## src/rtl/keypad_money_entry.sv

```systemverilog
// Keypad money entry: scans a 4x4 active-low matrix keypad, debounces whole
// scan frames, and assembles a decimal amount (0..MAX_VALUE) from digit keys.
// '*' (E) clears the entry; '#' (F) commits it to value_out with a pulse.
module keypad_money_entry #(
   parameter int SCAN_DIV        = 2000,
   parameter int DEBOUNCE_FRAMES = 3,
   parameter int MAX_DIGITS      = 5,
   parameter int MAX_VALUE       = 10000
) (
   input  logic        clk,
   input  logic        rst,
   input  logic [3:0]  key_row,
   output logic [3:0]  key_col,
   output logic [3:0]  key_code,
   output logic        key_strobe,
   output logic [15:0] entry_value,
   output logic [2:0]  entry_len,
   output logic [15:0] value_out,
   output logic        value_valid
);

   localparam int              CW        = (SCAN_DIV > 0) ? $clog2(SCAN_DIV + 1) : 1;
   localparam logic [CW-1:0]   SCAN_LAST = CW'(SCAN_DIV);
   localparam logic [3:0]      DB_N      = 4'(DEBOUNCE_FRAMES);
   localparam logic [2:0]      MAX_D     = 3'(MAX_DIGITS);
   localparam logic [17:0]     MAX_V     = 18'(MAX_VALUE);
   localparam logic [3:0]      CODE_CLR  = 4'hE;
   localparam logic [3:0]      CODE_ENT  = 4'hF;

   // Key codes indexed by col*4 + row.
   localparam logic [3:0] KEY_MAP [16] = '{
      4'h1, 4'h4, 4'h7, 4'hE,   // column 0
      4'h2, 4'h5, 4'h8, 4'h0,   // column 1
      4'h3, 4'h6, 4'h9, 4'hF,   // column 2
      4'hA, 4'hB, 4'hC, 4'hD    // column 3
   };

   typedef struct packed {
      logic       hit;    // 0 means "no key"
      logic [3:0] code;
   } key_t;

   logic [CW-1:0] scan_cnt_q, scan_cnt_d;
   logic [1:0]    col_q, col_d;
   logic          scan_tick, frame_end;
   logic [11:0]   frame_q;          // row samples of columns 0..2
   logic [15:0]   low_bits;
   key_t          frame_key;
   key_t          prev_q, prev_d, stable_q, stable_d;
   logic [3:0]    db_cnt_q, db_cnt_d;
   logic          press;
   logic          strobe_q;
   logic [3:0]    code_q;
   logic [15:0]   entry_q, entry_d, vout_q, vout_d;
   logic [2:0]    len_q, len_d;
   logic          vvalid_q, vvalid_d;
   logic [17:0]   cand;

   // Dwell counter and column sequencing.
   always_comb begin
      // NOTE: every combinational output gets a default first so no path leaves it unassigned (no latch).
      scan_tick  = (scan_cnt_q == SCAN_LAST);
      frame_end  = scan_tick && (col_q == 2'd3);
      scan_cnt_d = scan_tick ? '0 : scan_cnt_q + 1'b1;
      col_d      = scan_tick ? col_q + 2'd1 : col_q;
   end

   // Scan state registers.
   always_ff @(posedge clk or posedge rst) begin
      if (rst) begin
         // NOTE: state registers use non-blocking assignments so all of them update together at the edge.
         scan_cnt_q <= '0;
         col_q      <= 2'd0;
      end else begin
         scan_cnt_q <= scan_cnt_d;
         col_q      <= col_d;
      end
   end

   // Frame buffer: capture the rows in the last dwell cycle of columns 0..2.
   // NOTE: no reset here; every entry is rewritten before the frame that reads it ends.
   always_ff @(posedge clk) begin
      if (scan_tick) begin
         case (col_q)
            2'd0:    frame_q[3:0]  <= key_row;
            2'd1:    frame_q[7:4]  <= key_row;
            2'd2:    frame_q[11:8] <= key_row;
            default: ;
         endcase
      end
   end

   // Frame result (column 3 taken live) and debounce decision.
   always_comb begin
      low_bits  = ~{key_row, frame_q};
      frame_key = '0;
      if ($countones(low_bits) == 1) begin
         for (int i = 0; i < 16; i++) begin
            if (low_bits[i]) frame_key = '{hit: 1'b1, code: KEY_MAP[i]};
         end
      end
      prev_d   = prev_q;
      db_cnt_d = db_cnt_q;
      stable_d = stable_q;
      press    = 1'b0;
      if (frame_end) begin
         prev_d = frame_key;
         if (frame_key == prev_q) db_cnt_d = (db_cnt_q == 4'hF) ? 4'hF : db_cnt_q + 4'd1;
         else                     db_cnt_d = 4'd1;
         if (db_cnt_d >= DB_N) stable_d = frame_key;
         press = !stable_q.hit && stable_d.hit;
      end
   end

   // Debounce state and press strobe.
   always_ff @(posedge clk or posedge rst) begin
      if (rst) begin
         prev_q   <= '0;
         stable_q <= '0;
         db_cnt_q <= 4'd0;
         strobe_q <= 1'b0;
         code_q   <= 4'd0;
      end else begin
         prev_q   <= prev_d;
         stable_q <= stable_d;
         db_cnt_q <= db_cnt_d;
         strobe_q <= press;
         if (press) code_q <= stable_d.code;
      end
   end

   // Entry update on the strobe cycle.
   always_comb begin
      cand     = {2'b00, entry_q} * 18'd10 + {14'b0, code_q};
      entry_d  = entry_q;
      len_d    = len_q;
      vout_d   = vout_q;
      vvalid_d = 1'b0;
      if (strobe_q) begin
         if (code_q <= 4'd9) begin
            if ((len_q < MAX_D) && (cand <= MAX_V)) begin
               entry_d = cand[15:0];
               len_d   = len_q + 3'd1;
            end
         end else if (code_q == CODE_CLR) begin
            entry_d = '0;
            len_d   = '0;
         end else if ((code_q == CODE_ENT) && (len_q != 3'd0)) begin
            vout_d   = entry_q;
            vvalid_d = 1'b1;
            entry_d  = '0;
            len_d    = '0;
         end
      end
   end

   // Entry and committed-value registers.
   always_ff @(posedge clk or posedge rst) begin
      if (rst) begin
         entry_q  <= '0;
         len_q    <= '0;
         vout_q   <= '0;
         vvalid_q <= 1'b0;
      end else begin
         entry_q  <= entry_d;
         len_q    <= len_d;
         vout_q   <= vout_d;
         vvalid_q <= vvalid_d;
      end
   end

   assign key_col     = ~(4'b0001 << col_q);
   assign key_code    = code_q;
   assign key_strobe  = strobe_q;
   assign entry_value = entry_q;
   assign entry_len   = len_q;
   assign value_out   = vout_q;
   assign value_valid = vvalid_q;

endmodule

```

## config.mk

```make
export PLATFORM = sky130hd
export DESIGN_NAME = keypad_money_entry
export DESIGN_NICKNAME = d
export VERILOG_FILES = /design/src/rtl/keypad_money_entry.sv
export SDC_FILE = /design/constraint.sdc
export NUM_CORES = 1
export LEC_CHECK = 0
export BUFFER_PORTS_ARGS = -buffer_cell sky130_fd_sc_hd__buf_2
export CORE_ASPECT_RATIO = 1.25
export CORE_UTILIZATION = 40
export CTS_BUF_LIST = sky130_fd_sc_hd__clkbuf_8
export CTS_CLUSTER_DIAMETER = 60
export DETAILED_ROUTE_END_ITERATION = 7
export SLEW_MARGIN = 15
export SYNTH_ARGS = -nofsm -noshare
export SYNTH_HDL_FRONTEND = slang
export SYNTH_SLANG_ARGS = --single-unit
```

## constraint.sdc

```tcl
create_clock -name clk -period 14.5 [get_ports clk]
set_input_delay 0.725 -clock clk [delete_from_list [all_inputs] [get_ports clk]]
set_output_delay 0.725 -clock clk [all_outputs]
set_load 0.01 [all_outputs]
```

==> flow_summary.toml, run 1 <==
[floorplanning]
dieArea_mm2 = 0.01362
die_y_um = 130.2
core_mm2 = 0.01278
die_width_um = 104.6
core.rowCount = 46
start_util_pct = 41.17
pin_count = 51

[synth]
synth_common_cells = "nand2_1, dfrtp_1, ha_1"
netlist.area_leader.share_pct = 30.45
synth-async-reset-ratio_pct = 84.21
yosysMostFrequentCell = "nand2_1"
ys.flop_type = "dfrtp_1"
synthTopCellsByArea = "dfrtp_1, ha_1, edfxtp_1"
synth_edf_count = 12
yosysSeqAreaShare_pct = 37.30
synth-seq-cells = 76
synthesis.area_mm2 = 0.005260
synth.distinct_cells = 72
postSynthAreaPerCell_um2 = 10.00
synth_top_area_cell = "dfrtp_1"
ys_warn_count = 0
syn-num-nets = 590
syn_inst = 526

[drt]
wl_um = 11320
vias = 4025
wire_per_inst_um = 15.11
drc = 0
drt-initial-drc-count = 164
first_pass_iters = 4
vias_per_cell = 5.374
ant_nets = 0

[power]
swShare_pct = 22.78
power_frac_seq_pct = 51.5
pwr-share-clk_pct = 43.1
internal_power_mw = 0.3243
powerDensity_mw_per_mm2 = 71.65
switchingPower_mw = 0.09566
p_leak_nw = 3.016
ir_worst_vdd_uv = 65.40
power_frac_comb_pct = 5.4

[timing]
finalSetupTns_ns = 0
fmax_ghz = 0.1571
final_hold_viol_count = 0
slew_viol_final = 0
fin_crit_ns = 6.364
setup_violations = 0
period_share_pct = 43.89
slew_headroom_pct = 32.29
holdWs_ns = 0.4768
tightest_slew_ns = 1.016
skew_ns = 0.007857
rsz0062_at_grt = "false"

[worst_setup_path]
rr_worst_depth = 17
critPathLaunchType = "primary input"
cp.required_ns = 14.75
path_class = "in2reg"
r2r_start = "frame_q[3]$_DFFE_PP_"
arrival_ns = 6.61
critical_path.startpoint = "key_row[1]"
rr_endpoint = "key_code[2]$_DFFE_PP0P_"
cp_max_fo = 9
rrSetupSlack_ns = 8.21
crit_path_end_kind = "flip-flop"

[place]
place_area_mm2 = 0.005645
hpwl_um = 8760
portBuffers = 50
gp_congestion = 0.8105

[global_route]
grt_pass1_vias = 4172
grt_max_degree = 65
groute.usage.overall_pct = 18.13
grt_pass1_wl_um = 19670
antenna_found_initial = 0
grt_overflow = 0

[cells_and_area]
finalInstanceArea_mm2 = 0.005862
drive_gt1_share_pct = 18.76
fin_nets = 641
fill_cells = 1251
postLayoutCoreUtil_pct = 45.88
area_growth_pct = 11.44
num_antenna_cells = 0

[clock_tree]
clock-sinks = 76
cts_max_level = 3
clkTransAtPathRegs_ns = 0.08
clock_latency_ns = 0.36
cts_tree = "done"
ctsHoldBuffers = 0
clk_path_buf_depth = 2
cts_made_buffers = 9
cts-root-buf = "clkbuf_8"
postCtsSetupRepairBufs = 0
cts_resized = 0

[job]
maxCapViolations = 0

[outcome]
status = "completed"

[hold_path]
min_path_cells = 1
hp-class = "reg2reg"
hold_path.startpoint = "stable_q[4]$_DFFE_PP0P_"
hold_path_end = "key_strobe$_DFF_PP0_"
-- power groups by stage --
stage,Sequential (mW),Clock [mW],Combinational (mW)
after floorplan,0.221,0,0.0158
after global placement,0.221,0,0.0215
after detailed placement,0.221,0,0.0232
after CTS,0.216,0.186,0.0232
after global routing,0.216,0.193,0.0264
final,0.216,0.181,0.0227
-- sequential cells by signal (all words and copies together), names as in the netlist, 2 cells and up --
name / cells
entry_value: 16
value_out: 16
db_cnt_q: 4
prev_q: 5
col_q: 2
entry_len: 3
key_code: 4
scan_cnt_q: 11
frame_q: 12
-- placed cells by master, fill, tap and decap left out, types with 5 or more instances in the layout --
cell,Yosys,final
edfxtp_1,12,12
o211ai_1,5,5
o21ai_1,5,5
fa_1,12,12
clkbuf_8,2,10
a21oi_1,19,19
nand3_1,16,16
ha_1,46,46
and3_1,9,9
inv_1,40,40
nor3_1,7,6
xor2_1,15,15
nor2b_1,6,6
nor2_1,25,25
and2_1,5,5
o21ai_0,19,19
or4_1,5,5
nand4_1,6,6
xnor2_1,13,13
mux2_2,22,22
nand2_1,70,70
mux2i_1,19,19
buf_2,0,50
dfrtp_1,64,64
-- cells by family (layout without fill, tap and decap cells) --
group	Yosys count	in the layout	share of synthesized area (%)
fa+ha+maj	58	58	15.51
simple gates	179	179	17.41
mux	41	41	8.325
flops	76	76	37.30
buf+inv	52	107	4.662
compound gates	89	89	11.20
xor+xnor	31	31	5.590
-- worst max-delay path: stages --
cell	delay [ns]
buf_2	0.15
inv_1	0.09
fa_1	0.50
fa_1	0.50
inv_1	0.05
fa_1	0.48
inv_1	0.05
fa_1	0.44
ha_1	0.23
fa_1	0.45
nor4b_1	0.30
o21ai_1	0.25
a311oi_1	0.49
xor2_1	0.11
or4_1	0.55
nor4_2	0.57
nand4_1	0.32
mux2_2	0.35
-- final cells by class --
cell class | instances | area, um^2 | share of cell area (%)
tap | 168 | 210.2 | 3.586
timing repair buffer | 52 | 265.3 | 4.525
multi-input combinational | 398 | 3058 | 52.17
sequential | 76 | 1962 | 33.47
clock inverter | 5 | 78.83 | 1.345
clock buffer | 10 | 137.6 | 2.348
inverter | 40 | 150.1 | 2.561
-- per-layer routing --
metal	global-route usage [%]	routed length, um
met5	0	0
met4	7.983	189
met3	2.547	258
met2	35.06	6259
met1	19.66	4611
-- through the flow --
step / setup slack [ns] / instances / total power, mW
finish: 8.136 / 749 / 0.4200
global route: 7.810 / 749 / 0.4356
CTS: 8.119 / 749 / 0.4256
detailed placement: 7.716 / 734 / 0.2439
global placement: 8.031 / 734 / 0.2422
floorplan: 8.549 / 526 / 0.2365
-- how the worst max path moves through the flow --
stage                                    endpoint  slack, ns
after global placement    key_code[0]$_DFFE_PP0P_       8.03
after CTS                 key_code[2]$_DFFE_PP0P_       8.12
after floorplan           key_code[0]$_DFFE_PP0P_       8.55
after global routing      key_code[2]$_DFFE_PP0P_       7.81
final                     key_code[2]$_DFFE_PP0P_       8.14
after detailed placement  key_code[2]$_DFFE_PP0P_       7.72
Power figures use the tool's default switching activity.
==> run 2, diff against run 1 <==
--- a/config.mk
+++ b/config.mk
@@ -5,6 +5,7 @@
 export SDC_FILE = /design/constraint.sdc
 export NUM_CORES = 1
 export LEC_CHECK = 0
+export ABC_AREA = 1
 export BUFFER_PORTS_ARGS = -buffer_cell sky130_fd_sc_hd__buf_2
 export CORE_ASPECT_RATIO = 1.25
 export CORE_UTILIZATION = 40
==> constraint.sdc (replaced) <==
create_clock -name clk -period 5.2 [get_ports clk]
set_input_delay 0.26 -clock clk [delete_from_list [all_inputs] [get_ports clk]]
set_output_delay 0.26 -clock clk [all_outputs]
set_load 0.01 [all_outputs]
==> run 2 against run 1 <==
Compared with the run above:
- cell count is 41% higher
- routed wire length is 21% higher
- worst hold slack worse by 0.34 ns
- largest cell class unchanged
- die area is 12% higher
- worst setup slack worse by 7.9 ns
- critical path depth is 4 higher
- first-iteration DRC count is 26% higher
- sequential share of layout area is 2.3 points lower
- clock-buffer cell count stayed put
- area after synthesis is 13% higher
==> flow_summary.toml, run 2 <==
[outcome]
status = "completed"

[timing]
setup_violations = 0
skew_ns = 0.01122
finalSetupTns_ns = 0
tightest_slew_ns = 0.9697
period_share_pct = 94.96
slew_headroom_pct = 35.12
fmax_ghz = 0.2025
final_hold_viol_count = 0
finalWorstSetupSlack_ns = 0.2618
fin_crit_ns = 4.938
slew_viol_final = 0

[drt]
ant_nets = 0
drt-initial-drc-count = 206
vias = 5066
vias_per_cell = 4.797
first_pass_iters = 5
wire_per_inst_um = 13.00
drc = 0
wl_um = 13730

[synth]
yosysMostFrequentCell = "nand2_1"
synth_edf_count = 12
netlist.area_leader.share_pct = 28.71
syn-num-nets = 877
synthTopCellsByArea = "dfrtp_1, nand2_1, ha_1"
synthesis.area_mm2 = 0.005927
synth-seq-cells = 80
ys_warn_count = 0
synth.distinct_cells = 35
synth-async-reset-ratio_pct = 85.00
postSynthAreaPerCell_um2 = 7.290
synth_common_cells = "nand2_1, inv_1, dfrtp_1"
yosysSeqAreaShare_pct = 34.79
synth_top_area_cell = "dfrtp_1"
syn_inst = 813
ys.flop_type = "dfrtp_1"

[floorplanning]
core.rowCount = 49
core_mm2 = 0.01441
dieArea_mm2 = 0.01531
die_y_um = 138.1
die_width_um = 110.9
start_util_pct = 41.14
pin_count = 51

[cells_and_area]
num_antenna_cells = 0
fill_cells = 1476
final_cell_count_no_fill = 1056
area_growth_pct = 11.67
final_cell_mix = "nand2_1, inv_1, dfrtp_1, nor2_1, nand3_1"
final_common_cell = "nand2_1"
multi_input_area_mm2 = 0.003319
register_area_mm2 = 0.002062
finalInstanceArea_mm2 = 0.006619
fin_nets = 937
drive_gt1_share_pct = 14.92

[place]
place_inst = 1035
post-place-ws_ns = 0.07573
gp_congestion = 0.8664
portBuffers = 50
place_area_mm2 = 0.006359
hpwl_um = 10800

[global_route]
grt_pass1_wl_um = 23740
grt_max_degree = 69
grt_pass1_vias = 5176
groute.usage.overall_pct = 19.19
grt_overflow = 0
antenna_found_initial = 0

[worst_setup_path]
rrSetupSlack_ns = 0.26
path_buf_inv = 3
critPathMaxStageDelay_ns = 0.59
crit_path_cell_trace = "fa_1 -> fa_1 -> fa_1 -> inv_1 -> fa_1 -> ha_1 -> fa_1 -> nand3b_1 -> nor3_4 -> buf_4 -> nand3_1 -> nand2_1 -> nand2_1 -> nand2_1 -> nor2_2 -> o211ai_1 -> nand2_4 -> buf_4 -> nand3b_1 -> nand2_1 -> nand2_1 -> nand2_1"
crit_top_cell = "nand2_1"
path_class = "reg2reg"
critPathLaunchType = "flip-flop"
crit_path_end_kind = "flip-flop"
cp.required_ns = 5.45
cp_max_fo = 8
arrival_ns = 5.19
crit_slowest_cell = "fa_1"
critical-path-top-delay-family = "adder cells"

[clock_tree]
ctsHoldBuffers = 0
cts-root-buf = "clkbuf_8"
clkTransAtPathRegs_ns = 0.09
cts_made_buffers = 9
cts_tree = "done"
clock_latency_ns = 0.36
clk_path_buf_depth = 2
clock-sinks = 80
cts_max_level = 3

[power]
internal_power_mw = 0.8989
p_leak_nw = 3.768
switchingPower_mw = 0.2857
swShare_pct = 24.12
ir_worst_vdd_uv = 163.2
powerDensity_mw_per_mm2 = 179.0
p_total_mw = 1.185
power_frac_comb_pct = 6.6
pwr-share-clk_pct = 39.8
power_frac_seq_pct = 53.6

[job]
maxCapViolations = 0

[hold_path]
hp-class = "in2async"
[run 2: cell types whose count changed in the layout (fill, tap and decap cells not counted), sizes merged, moves of 12 or more]
cell,before,now
xor2,17,5
xnor2,14,2
mux2,22,0
nand4,6,20
nand3,17,62
inv,41,135
mux2i,19,0
nor2,25,75
nand2,70,286
nand3b,1,14
[run 2: through the flow]
step,utilization [%],hold WS (ns)
2_1_floorplan,-,0.3589
3_3_place_gp,44.13,0.4587
3_5_place_dp,44.13,0.4595
4_1_cts,45.55,0.1196
5_1_grt,45.94,0.1247
6_report,45.94,0.1348
[run 2: kinds of logic after synthesis]
family | Yosys count | synth area share, %
DFF | 80 | 34.79
buffers and inverters | 143 | 9.521
adders and majority gates | 58 | 13.76
and+or+nand+nor | 473 | 36.33
xor gates and xnor gates | 7 | 1.034
AOI/OAI and AO/OA | 52 | 4.560
[run 2: worst paths after layout]
path / from / depth (start not counted) / endpoint
max in group asynchronous: rst / 3 / prev_q[3]$_DFFE_PP0P_
min: rst / 3 / value_out[1]$_DFFE_PP0P_
min reg2reg: value_out[6]$_DFFE_PP0P_ / 2 / value_out[6]$_DFFE_PP0P_
min in group clk: key_row[1] / 1 / frame_q[9]$_DFFE_PP_
max: frame_q[5]$_DFFE_PP_ / 22 / key_code[1]$_DFFE_PP0P_
max reg2reg: frame_q[5]$_DFFE_PP_ / 22 / key_code[1]$_DFFE_PP0P_
[run 2: area by class of cell]
type	count	share of cell area [%]
clock inverters	6	1.002
repair buffers	57	4.575
clock buffers	10	2.079
flip-flops and latches	80	31.15
multi-input cells	590	50.15
well taps	178	3.365
inverters	135	7.675
[run 2: worst min-delay path, cell delays in order]
cell   delay [ns]
buf_2        0.10
inv_2        0.03
buf_4        0.65
[run 2: timing repair]
| item | in CTS | in global routing |
|---|---|---|
| gates resized for setup | 0 | 6 |
| hold endpoints to repair | 0 | 0 |
| setup buffers | 0 | 5 |
| endpoints found under the setup margin | 0 | 11 |
[run 2: power groups by stage]
stage               clock, mW  combinational (mW)  sequential, mW
detailed placement          0              0.0736           0.647
floorplan                   0              0.0536           0.647
global placement            0              0.0709           0.647
CTS                     0.490              0.0738           0.634
global route            0.514              0.0925           0.635
finish                  0.472              0.0783           0.634
[run 2: per-layer routing]
metal  share of wire, %  wire, um  GRT usage, %
met4                2.8       382         8.000
met5                  0         0             0
met3                1.6       220         2.148
met2                 54      7354         36.58
met1                 42      5771         21.34
==> run 3, diff against run 2 <==
==> constraint.sdc (replaced) <==
create_clock -name clk -period 6.35 [get_ports clk]
set_input_delay 0.3175 -clock clk [delete_from_list [all_inputs] [get_ports clk]]
set_output_delay 0.3175 -clock clk [all_outputs]
set_load 0.01 [all_outputs]
==> run 3 against run 2 <==
Compared with the run above:
- worst hold slack improved by 0.058 ns
- clock skew is 0.0024 ns lower
- clock power shrank 24%
- critical path depth grew 2
- combinational power fell by 25%
- largest cell class unchanged
- routed wire length rose by 0.86%
- power decreased by 21%
- critical path type unchanged
- first-iteration DRC count shrank 1.9%
- sequential power down 18%
- largest power group unchanged
- register-to-register slack improved by 1.0 ns
- die area unchanged
- clock-buffer cell count stayed put
==> flow_summary.toml, run 3 (synthesis results as in run 2) <==
[floorplanning]
pin_count = 51
core.rowCount = 49
die_width_um = 110.9
die_y_um = 138.1
dieArea_mm2 = 0.01531
core_mm2 = 0.01441
start_util_pct = 41.14

[cells_and_area]
area_growth_pct = 10.45
register_area_mm2 = 0.002062
fill_cells = 1542
final_common_cell = "nand2_1"
multi_input_area_mm2 = 0.003301
fin_nets = 932
drive_gt1_share_pct = 13.86
final_cell_mix = "nand2_1, inv_1, dfrtp_1, nor2_1, nand3_1"
num_antenna_cells = 0
finalInstanceArea_mm2 = 0.006546

[timing]
fin_crit_ns = 5.087
tightest_slew_ns = 1.034
slew_headroom_pct = 30.82
period_share_pct = 80.10
fmax_ghz = 0.1966
setup_violations = 0
slew_viol_final = 0
final_hold_viol_count = 0
rsz0062_at_grt = "false"
finalSetupTns_ns = 0
skew_ns = 0.008796

[power]
power_frac_comb_pct = 6.2
pwr-share-clk_pct = 38.5
power_frac_seq_pct = 55.3
powerDensity_mw_per_mm2 = 143.5
switchingPower_mw = 0.2435
internal_power_mw = 0.6961
swShare_pct = 25.91
p_leak_nw = 3.724
ir_worst_vdd_uv = 115.0
p_total_mw = 0.9396

[worst_setup_path]
path_class = "reg2reg"
cp_max_fo = 10
cp.required_ns = 6.60
crit_path_cell_trace = "inv_1 -> fa_1 -> inv_1 -> fa_1 -> fa_1 -> inv_1 -> fa_1 -> ha_1 -> fa_1 -> nand3b_1 -> nor3_4 -> nand2_1 -> nand2_1 -> nand2_1 -> nor2_1 -> nand2_1 -> nor2_1 -> o211ai_1 -> nand2_2 -> nand2_1 -> nand2_1 -> nand2_1 -> nand2_1 -> nand2_1"
crit_top_cell = "nand2_1"
crit_slowest_cell = "fa_1"
arrival_ns = 5.34
critPathLaunchType = "flip-flop"
crit_path_end_kind = "flip-flop"
critPathMaxStageDelay_ns = 0.51

[global_route]
groute.usage.overall_pct = 19.46
grt_max_degree = 69
grt_pass1_wl_um = 24080
grt_pass1_vias = 5277
grt_overflow = 0
antenna_found_initial = 0

[clock_tree]
postCtsSetupRepairBufs = 0
ctsHoldBuffers = 0
cts_made_buffers = 9
cts_tree = "done"
clock-sinks = 80
clock_latency_ns = 0.36
clk_path_buf_depth = 2
cts-root-buf = "clkbuf_8"
clkTransAtPathRegs_ns = 0.09
cts_resized = 0
cts_max_level = 3

[hold_path]
hp-class = "in2async"

[drt]
vias_per_cell = 4.912
wire_per_inst_um = 13.17
ant_nets = 0
vias = 5163
wl_um = 13850
drc = 0
first_pass_iters = 4
drt-initial-drc-count = 202

[job]
maxCapViolations = 0

[place]
hpwl_um = 10940
gp_congestion = 0.8914
portBuffers = 50
place_area_mm2 = 0.006359

[outcome]
status = "completed"
-- run 3: changes by cell type in the layout (fill, tap and decap cells not counted), moves of 2 or more --
cell / delta
nand2_2: -2
clkinv_2: -2
nand2_1: +3
clkinvlp_4: +2
inv_6: +2
buf_4: -5
-- run 3: per-layer routing --
metal	global-route usage, %	wire length (um)	up-vias	part of all wire (%)
met3	1.929	238	37	1.7
met5	0	0	-	0
met2	36.91	7332	64	53
met1	21.49	5756	2386	42
li1	-	-	2676	-
met4	9.333	518	0	3.7
-- run 3: stage by stage --
step	instances	hold WS, ns	util, %	worst slack, ns
2_1_floorplan	813	0.4164	-	1.624
3_3_place_gp	1035	0.4576	44.13	1.330
3_5_place_dp	1035	0.4601	44.13	1.234
4_1_cts	1051	0.1762	45.44	1.245
5_1_grt	1051	0.1847	45.44	0.8433
6_report	1051	0.1931	45.44	1.263
-- run 3: cell type report --
class	instances	share of cell area, %
Clock buffer	10	2.102
Tap cell	178	3.402
Timing Repair Buffer	52	4.052
Clock inverter	6	0.7645
Inverter	135	7.760
Multi-Input combinational cell	590	50.42
Sequential cell	80	31.50
-- run 3: power groups by stage --
| stage | Combinational (mW) | Clock, mW | Sequential, mW |
|---|---|---|---|
| finish | 0.0586 | 0.361 | 0.520 |
| global route | 0.0693 | 0.389 | 0.520 |
| CTS | 0.0603 | 0.372 | 0.520 |
| detailed placement | 0.0600 | 0 | 0.530 |
| global placement | 0.0586 | 0 | 0.530 |
| floorplan | 0.0439 | 0 | 0.530 |
-- run 3: worst max-delay path: cells and delay by family, from the launching register on --
kind | cells | cell delay, ns
AND/OR/NAND/NOR | 14 | 1.72
flip-flops | 1 | 0.41
adder cells (fa/ha/maj) | 6 | 2.57
buffers and inverters | 3 | 0.17
AO/OA/AOI/OAI | 1 | 0.12
-- run 3: final timing paths --
| kind | start | end | slack [ns] | depth (start not counted) |
|---|---|---|---|---|
| max | frame_q[1]$_DFFE_PP_ | key_code[1]$_DFFE_PP0P_ | 1.26 | 24 |
| min | rst | value_out[1]$_DFFE_PP0P_ | 0.19 | 3 |
| max reg2reg | frame_q[1]$_DFFE_PP_ | key_code[1]$_DFFE_PP0P_ | 1.26 | 24 |
| min reg2reg | stable_q[3]$_DFF_PP0_ | stable_q[3]$_DFF_PP0_ | 0.48 | 2 |
| max in group asynchronous | rst | entry_value[4]$_DFFE_PP0P_ | 5.56 | 3 |
| min in group clk | key_row[1] | frame_q[9]$_DFFE_PP_ | 0.20 | 1 |
